[config.mk]
export PLATFORM = sky130hd
export DESIGN_NAME = led_display_capture
export DESIGN_NICKNAME = d
export VERILOG_FILES = /design/src/rtl/led7_pkg.sv /design/src/rtl/led7_seg_decode.sv /design/src/rtl/led_display_capture.sv
export SDC_FILE = /design/constraint.sdc
export NUM_CORES = 1
export LEC_CHECK = 0
export CORE_UTILIZATION = 45
export DETAILED_ROUTE_END_ITERATION = 10
export GPL_ROUTABILITY_DRIVEN = 0
export PLACE_DENSITY = 0.65
export SKIP_CTS_REPAIR_TIMING = 1
export SLEW_MARGIN = 10
export SYNTH_ARGS = -nofsm -noshare
export SYNTH_HDL_FRONTEND = slang
export SYNTH_HIERARCHICAL = 1
export SYNTH_SLANG_ARGS = --single-unit
[constraint.sdc]
create_clock -name clk -period 4.3 [get_ports clk]
set_input_delay 1.29 -clock clk [delete_from_list [all_inputs] [get_ports clk]]
set_output_delay 1.29 -clock clk [all_outputs]
set_load 0.02 [all_outputs]
[src/rtl/led7_pkg.sv]
// -----------------------------------------------------------------------------
// led7_pkg
// Shared constants for the multiplexed 7-segment LED path. The display
// driver's encoder and the capture-side decoder use the same patterns, so
// encode and decode always agree.
// Segment patterns are ordered {a,b,c,d,e,f,g}, MSB = a, 1 = segment lit.
// -----------------------------------------------------------------------------
package led7_pkg;

    localparam int NUM_DIGITS = 6;

    localparam logic [6:0] SEG_0 = 7'b1111110;
    localparam logic [6:0] SEG_1 = 7'b0110000;
    localparam logic [6:0] SEG_2 = 7'b1101101;
    localparam logic [6:0] SEG_3 = 7'b1111001;
    localparam logic [6:0] SEG_4 = 7'b0110011;
    localparam logic [6:0] SEG_5 = 7'b1011011;
    localparam logic [6:0] SEG_6 = 7'b1011111;
    localparam logic [6:0] SEG_7 = 7'b1110000;
    localparam logic [6:0] SEG_8 = 7'b1111111;
    localparam logic [6:0] SEG_9 = 7'b1111011;

    localparam logic [3:0] BCD_INVALID = 4'hF;

    // Index of the set bit of a one-hot digit strobe. Callers qualify the
    // strobe with $onehot first; for other inputs the result is unused.
    function automatic logic [2:0] onehot_to_idx(input logic [NUM_DIGITS-1:0] m);
        logic [2:0] idx;
        idx = 3'd0;
        for (int i = 0; i < NUM_DIGITS; i++) begin
            if (m[i]) idx = 3'(i);
        end
        return idx;
    endfunction

endpackage

[src/rtl/led7_seg_decode.sv]
// -----------------------------------------------------------------------------
// led7_seg_decode
// Combinational segment-pattern to BCD decoder.
// Ports:
//   seg   in  7  {a,b,c,d,e,f,g}, 1 = lit
//   valid out 1  pattern is one of the ten digit glyphs
//   bcd   out 4  decoded digit, BCD_INVALID when the pattern is unknown
// -----------------------------------------------------------------------------
module led7_seg_decode
    import led7_pkg::*;
(
    input  logic [6:0] seg,
    output logic       valid,
    output logic [3:0] bcd
);

    always_comb begin
        valid = 1'b1;
        bcd   = BCD_INVALID;
        case (seg)
            SEG_0:   bcd = 4'd0;
            SEG_1:   bcd = 4'd1;
            SEG_2:   bcd = 4'd2;
            SEG_3:   bcd = 4'd3;
            SEG_4:   bcd = 4'd4;
            SEG_5:   bcd = 4'd5;
            SEG_6:   bcd = 4'd6;
            SEG_7:   bcd = 4'd7;
            SEG_8:   bcd = 4'd8;
            SEG_9:   bcd = 4'd9;
            default: valid = 1'b0;
        endcase
    end

endmodule

[src/rtl/led_display_capture.sv]
// -----------------------------------------------------------------------------
// led_display_capture
// Receive side of the multiplexed 7-segment LED interface. Samples the
// segment and digit-enable lines, waits for each strobe to settle, decodes
// the digit back to BCD and reassembles 6-digit frames. A frame is published
// when the scan wraps to a lower digit index, or after a long idle period
// when a partial frame is pending.
// Ports:
//   clk                 in   1   system clock
//   reset               in   1   synchronous, active-high
//   led_segments        in   8   async; [7:1] = a..g, [0] = dp; 1 = lit
//   led_enable_mask     in   6   async; one-hot digit strobe
//   frame_data          out 24   digit i BCD in [4i+3:4i]
//   frame_present_mask  out  6   digit i present in published frame
//   frame_decode_error  out  1   a captured digit had an unknown pattern
//   frame_valid         out  1   one-cycle pulse when frame_* update
// -----------------------------------------------------------------------------
module led_display_capture
    import led7_pkg::*;
#(
    parameter int SETTLE_CYCLES  = 4,
    parameter int TIMEOUT_CYCLES = 16384
) (
    input  logic                    clk,
    input  logic                    reset,
    input  logic [7:0]              led_segments,
    input  logic [NUM_DIGITS-1:0]   led_enable_mask,
    output logic [4*NUM_DIGITS-1:0] frame_data,
    output logic [NUM_DIGITS-1:0]   frame_present_mask,
    output logic                    frame_decode_error,
    output logic                    frame_valid
);

    localparam int         TO_W       = $clog2(TIMEOUT_CYCLES + 1);
    localparam logic [3:0] SETTLE_MAX = 4'(SETTLE_CYCLES);
    localparam logic [TO_W-1:0] TO_MAX = TO_W'(TIMEOUT_CYCLES);

    // Two-flop synchronisers plus the previous synced sample for settling.
    logic [7:0]            seg_s1_q, seg_s1_d, seg_s2_q, seg_s2_d, seg_prev_q, seg_prev_d;
    logic [NUM_DIGITS-1:0] en_s1_q, en_s1_d, en_s2_q, en_s2_d, en_prev_q, en_prev_d;

    logic [3:0]            settle_q, settle_d;
    logic [TO_W-1:0]       to_q, to_d;

    logic [4*NUM_DIGITS-1:0] acc_data_q, acc_data_d;
    logic [NUM_DIGITS-1:0]   acc_mask_q, acc_mask_d;
    logic                    acc_err_q, acc_err_d;
    logic [2:0]              last_idx_q, last_idx_d;

    logic [4*NUM_DIGITS-1:0] frame_data_q, frame_data_d;
    logic [NUM_DIGITS-1:0]   frame_mask_q, frame_mask_d;
    logic                    frame_err_q, frame_err_d;
    logic                    frame_valid_q, frame_valid_d;

    logic       same, capture, wrap, timeout;
    logic [2:0] cap_idx;
    logic       dec_valid;
    logic [3:0] dec_bcd;

    led7_seg_decode u_dec (
        .seg   (seg_s2_q[7:1]),
        .valid (dec_valid),
        .bcd   (dec_bcd)
    );

    always_comb begin
        seg_s1_d   = led_segments;
        seg_s2_d   = seg_s1_q;
        seg_prev_d = seg_s2_q;
        en_s1_d    = led_enable_mask;
        en_s2_d    = en_s1_q;
        en_prev_d  = en_s2_q;

        // dp takes part in the stability check, so a dp change starts a new
        // stable run and re-captures the (unchanged) digit value.
        same = ({seg_s2_q, en_s2_q} == {seg_prev_q, en_prev_q});

        settle_d = settle_q;
        if (!same)                     settle_d = 4'd0;
        else if (settle_q != SETTLE_MAX) settle_d = settle_q + 4'd1;

        // Fires only on the transition into SETTLE_MAX, once per stable run.
        capture = same && (settle_q == SETTLE_MAX - 4'd1) && $onehot(en_s2_q);
        cap_idx = onehot_to_idx(en_s2_q);
        wrap    = capture && (cap_idx < last_idx_q) && (acc_mask_q != '0);
        timeout = !capture && (to_q == TO_MAX) && (acc_mask_q != '0);

        acc_data_d    = acc_data_q;
        acc_mask_d    = acc_mask_q;
        acc_err_d     = acc_err_q;
        last_idx_d    = last_idx_q;
        frame_data_d  = frame_data_q;
        frame_mask_d  = frame_mask_q;
        frame_err_d   = frame_err_q;
        frame_valid_d = 1'b0;

        to_d = to_q;
        if (capture || timeout)  to_d = '0;
        else if (to_q != TO_MAX) to_d = to_q + 1'b1;

        if (wrap || timeout) begin
            frame_data_d  = acc_data_q;
            frame_mask_d  = acc_mask_q;
            frame_err_d   = acc_err_q;
            frame_valid_d = 1'b1;
            acc_data_d    = '0;
            acc_mask_d    = '0;
            acc_err_d     = 1'b0;
        end

        // On a wrap this lands in the freshly cleared accumulator, so the
        // new frame starts holding only the wrapping digit.
        if (capture) begin
            acc_data_d[{cap_idx, 2'b00} +: 4] = dec_bcd;
            acc_mask_d[cap_idx] = 1'b1;
            if (!dec_valid) acc_err_d = 1'b1;
            last_idx_d = cap_idx;
        end
    end

    always_ff @(posedge clk) begin
        if (reset) begin
            seg_s1_q      <= '0;
            seg_s2_q      <= '0;
            seg_prev_q    <= '0;
            en_s1_q       <= '0;
            en_s2_q       <= '0;
            en_prev_q     <= '0;
            settle_q      <= '0;
            to_q          <= '0;
            acc_data_q    <= '0;
            acc_mask_q    <= '0;
            acc_err_q     <= 1'b0;
            last_idx_q    <= '0;
            frame_data_q  <= '0;
            frame_mask_q  <= '0;
            frame_err_q   <= 1'b0;
            frame_valid_q <= 1'b0;
        end else begin
            seg_s1_q      <= seg_s1_d;
            seg_s2_q      <= seg_s2_d;
            seg_prev_q    <= seg_prev_d;
            en_s1_q       <= en_s1_d;
            en_s2_q       <= en_s2_d;
            en_prev_q     <= en_prev_d;
            settle_q      <= settle_d;
            to_q          <= to_d;
            acc_data_q    <= acc_data_d;
            acc_mask_q    <= acc_mask_d;
            acc_err_q     <= acc_err_d;
            last_idx_q    <= last_idx_d;
            frame_data_q  <= frame_data_d;
            frame_mask_q  <= frame_mask_d;
            frame_err_q   <= frame_err_d;
            frame_valid_q <= frame_valid_d;
        end
    end

    assign frame_data         = frame_data_q;
    assign frame_present_mask = frame_mask_q;
    assign frame_decode_error = frame_err_q;
    assign frame_valid        = frame_valid_q;

endmodule

==> qor.csv <==
stage,metric,value,unit
drt,routed_wire_length_per_instance,13.6,um
cts,clk_pin_slew_worst_paths,0.06,ns
worst_setup_path,critPathLaunchType,flip-flop,
drt,antenna_left,0,
pwr,power_leakage,2.56,nW
drt,vias,4162,
logic_synthesis,synthesis.nets,626,
floorplan,die_span_x,113,um
sta,slew-limit-headroom,42.6,%
global_routing,antenna_found_initial,0,
logic_synthesis,synth_top_flop_cell,dfxtp_1,
sta,final-max-slew-violation-count,0,
status,run_status,completed,
floorplan,floorplan.die.height,113,um
finish,final_core_occ,56.2,%
floorplan,floorplan.io_pins,48,
placed_design,io_buffer_count,47,
finish,multi_input_area,2750,sq um
sta,achievable-frequency,252,MHz
sta,layout_worst_path_cycle_share,92.2,%
sta,setup_slack,0.335,ns
logic_synthesis,synth-edff-count,0,
logic_synthesis,number_of_instances_in_the_synthesized_netlist,595,
worst_setup_path,crit_path_max_fanout,46,
cts,cts_max_level,4,
finish,area_growth_syn_to_layout,22.0,%
flow_run,max_capacitance_violation_count,0,
worst_setup_path,worstSetupPathType,reg2reg,
pwr,pwr_density_cell,431,nW/um^2
drt,drcViolationCount,0,
logic_synthesis,yosys_warnings,6,
worst_setup_path,worstPathArrival,4.31,ns
finish,commonest_non_fill_non_tap_cells_in_the_layout,"127 x dfxtp_1, 48 x nor2_1, 46 x clkdlybuf4s50_1",
worst_setup_path,critPathCaptureType,flip-flop,
sta,timing.final.hold_violations,0,
cts,clock_sinks,127,
cts,tritoncts,built,
drt,drt_pass1_iterations,5,
global_routing,via_count_of_the_first_global_routing_pass,3917,
floorplan,floorplan.die_area,12700,sq um
sta,max_slew.worst_pin.slew,0.862,ns
pwr,max-vdd-ir-drop,0.000346,V
finish,register_area,2540,sq um
sta,rsz0062_at_grt,false,
floorplan,rows,40,
logic_synthesis,synthesis.area_per_instance,9.30,sq um
cts,cts_root_buffer,clkbuf_16,
finish,antenna_cells,0,
pwr,post_layout_total_power,0.00291,W
worst_setup_path,critical_path.endpoint,frame_data[4]$_SDFFE_PP0P_,
sta,fin_setup_tns,0,ns
finish,layout-drive-gt1-share,9.52,%
cts,number_of_clock_buffers_inserted_by_tritoncts,17,
drt,vias_per_cell,5.22,
worst_setup_path,cp.required,4.64,ns
placed_design,dp_worst_setup_slack,0.369,ns
logic_synthesis,post_synthesis_sequential_area_ratio,46.0,%
cts,clock_insertion_delay_worst_skew,0.42,ns
worst_hold_path,hold_path.class,reg2reg,
logic_synthesis,synthDistinctLibCells,60,
logic_synthesis,synth-async-reset-ratio,0,%
finish,layout_commonest_cell,dfxtp_1,
drt,starting_drt_drc_count,244,
finish,numnets_final,669,
global_routing,maximum_number_of_pins_on_one_net_before_global_route_repair,107,
sta,worst_clock_skew,0.0109,ns
logic_synthesis,synth_seq_cells,127,
worst_setup_path,worst_r2r_path_depth,13,
placed_design,detailed_place_hpwl,7420,um
sta,clock_period_minus_final_worst_setup_slack,3.96,ns
floorplan,initial_core_util,46.1,%
drt,routed_wirelength,10800,um
sta,final-setup-viol-count,0,
global_routing,globalRouteTotalUtil,18.7,%
floorplan,core_area,12000,sq um
worst_setup_path,r2r_end,frame_data[4]$_SDFFE_PP0P_,
cts,cts.path.max_buffers,2,
worst_setup_path,startpoint,en_prev_d[3]$_SDFF_PP0_,
global_routing,grt.overflow.total,0,
worst_setup_path,r2r_start,en_prev_d[3]$_SDFF_PP0_,
worst_setup_path,r2r_slack,0.34,ns
logic_synthesis,mappedNetlistArea,5530,sq um
global_routing,grt_first_pass_wirelength,18700,um
finish,num-fill-cells,1087,
## state kept, by name, indices dropped and copies added (netlist names), 8 cells and up
name	count
frame_data	24
acc_data_q	24
seg_s1_q	8
seg_prev_q	8
seg_prev_d	8
to_q	15
## synthesized netlist by cell type, types with 5 or more instances
cell type / instances / area [sq um]
a21oi_1: 20 / 100
a31oi_1: 5 / 31.3
and2_1: 6 / 37.5
buf_2: 6 / 30.0
clkbuf_1: 19 / 71.3
dfxtp_1: 127 / 2540
ha_1: 12 / 150
inv_1: 23 / 86.3
nand2_1: 27 / 101
nand2b_1: 31 / 194
nand3_1: 25 / 125
nand3b_1: 37 / 278
nand4_1: 11 / 68.8
nor2_1: 48 / 180
nor2b_1: 43 / 269
nor3_1: 5 / 25.0
o21ai_0: 31 / 155
o21ai_1: 10 / 50.1
o22ai_1: 7 / 43.8
o32ai_1: 6 / 52.6
xnor2_1: 8 / 70.1
xor2_1: 22 / 193
## cell type report
cell class / instances / area share [%]
Clock buffer: 18 / 6.50
Multi-Input combinational cell: 414 / 40.8
Tap cell: 147 / 2.72
Clock inverter: 14 / 3.04
Inverter: 23 / 1.28
Sequential cell: 127 / 37.7
Timing Repair Buffer: 55 / 8.01
## metal layers
| layer | share of wire, % | routed length, um | vias up | GRT usage, % |
|---|---|---|---|---|
| li1 | - | - | 2130 | - |
| met1 | 48 | 5200 | 1932 | 23.6 |
| met2 | 46 | 4980 | 77 | 29.7 |
| met3 | 3.6 | 391 | 23 | 4.77 |
| met4 | 2.5 | 270 | 0 | 9.91 |
| met5 | 0 | 0 | - | 0 |
## worst min-delay path by stage
stage	slack, ns	depth (start not counted)	startpoint	end
2_1_floorplan	0.41	1	en_s1_q[0]$_SDFF_PP0_	en_prev_d[0]$_SDFF_PP0_
3_3_place_gp	0.42	1	seg_s1_q[3]$_SDFF_PP0_	seg_prev_d[3]$_SDFF_PP0_
3_5_place_dp	0.42	1	en_s1_q[4]$_SDFF_PP0_	en_prev_d[4]$_SDFF_PP0_
4_1_cts	0.43	1	seg_s1_q[3]$_SDFF_PP0_	seg_prev_d[3]$_SDFF_PP0_
5_1_grt	0.45	1	seg_s1_q[1]$_SDFF_PP0_	seg_prev_d[1]$_SDFF_PP0_
6_report	0.43	1	seg_s1_q[3]$_SDFF_PP0_	seg_prev_d[3]$_SDFF_PP0_
## where the power goes
group          internal (W)  total [W]  switching [W]
clock              0.000995    0.00155       0.000551
combinational     0.0000662   0.000151      0.0000847
sequential          0.00120    0.00121      0.0000163
## logic make-up (layout without fill, tap and decap cells)
kind of cell    count (synthesis)  in the layout  synth area share, %
compound gates                101            101                 11.4
mux                             3              3                0.611
flops                         127            127                 46.0
simple gates                  265            265                 29.1
xor+xnor                       30             30                 4.75
buf+inv                        54            110                 4.43
fa+ha+maj                      15             15                 3.80
## metrics by stage
stage / hold slack, ns / instance area, sq um / cells
final: 0.432 / 6750 / 798
after global routing: 0.446 / 6750 / 798
after CTS: 0.434 / 6750 / 798
after detailed placement: 0.420 / 6110 / 766
after global placement: 0.421 / 6110 / 766
after floorplan: 0.414 / 5530 / 595
## critical path: stages (launching register included)
cell      delay, ns
dfxtp_1        0.41
inv_1          0.14
fa_1           0.48
fa_1           0.49
inv_1          0.05
ha_1           0.18
fa_1           0.42
nor2_1         0.12
and4_1         0.25
nand4_4        0.35
mux2i_4        0.53
buf_12         0.26
nand3b_1       0.09
o21ai_0        0.08
No activity file was read; power rests on OpenSTA's default activity.
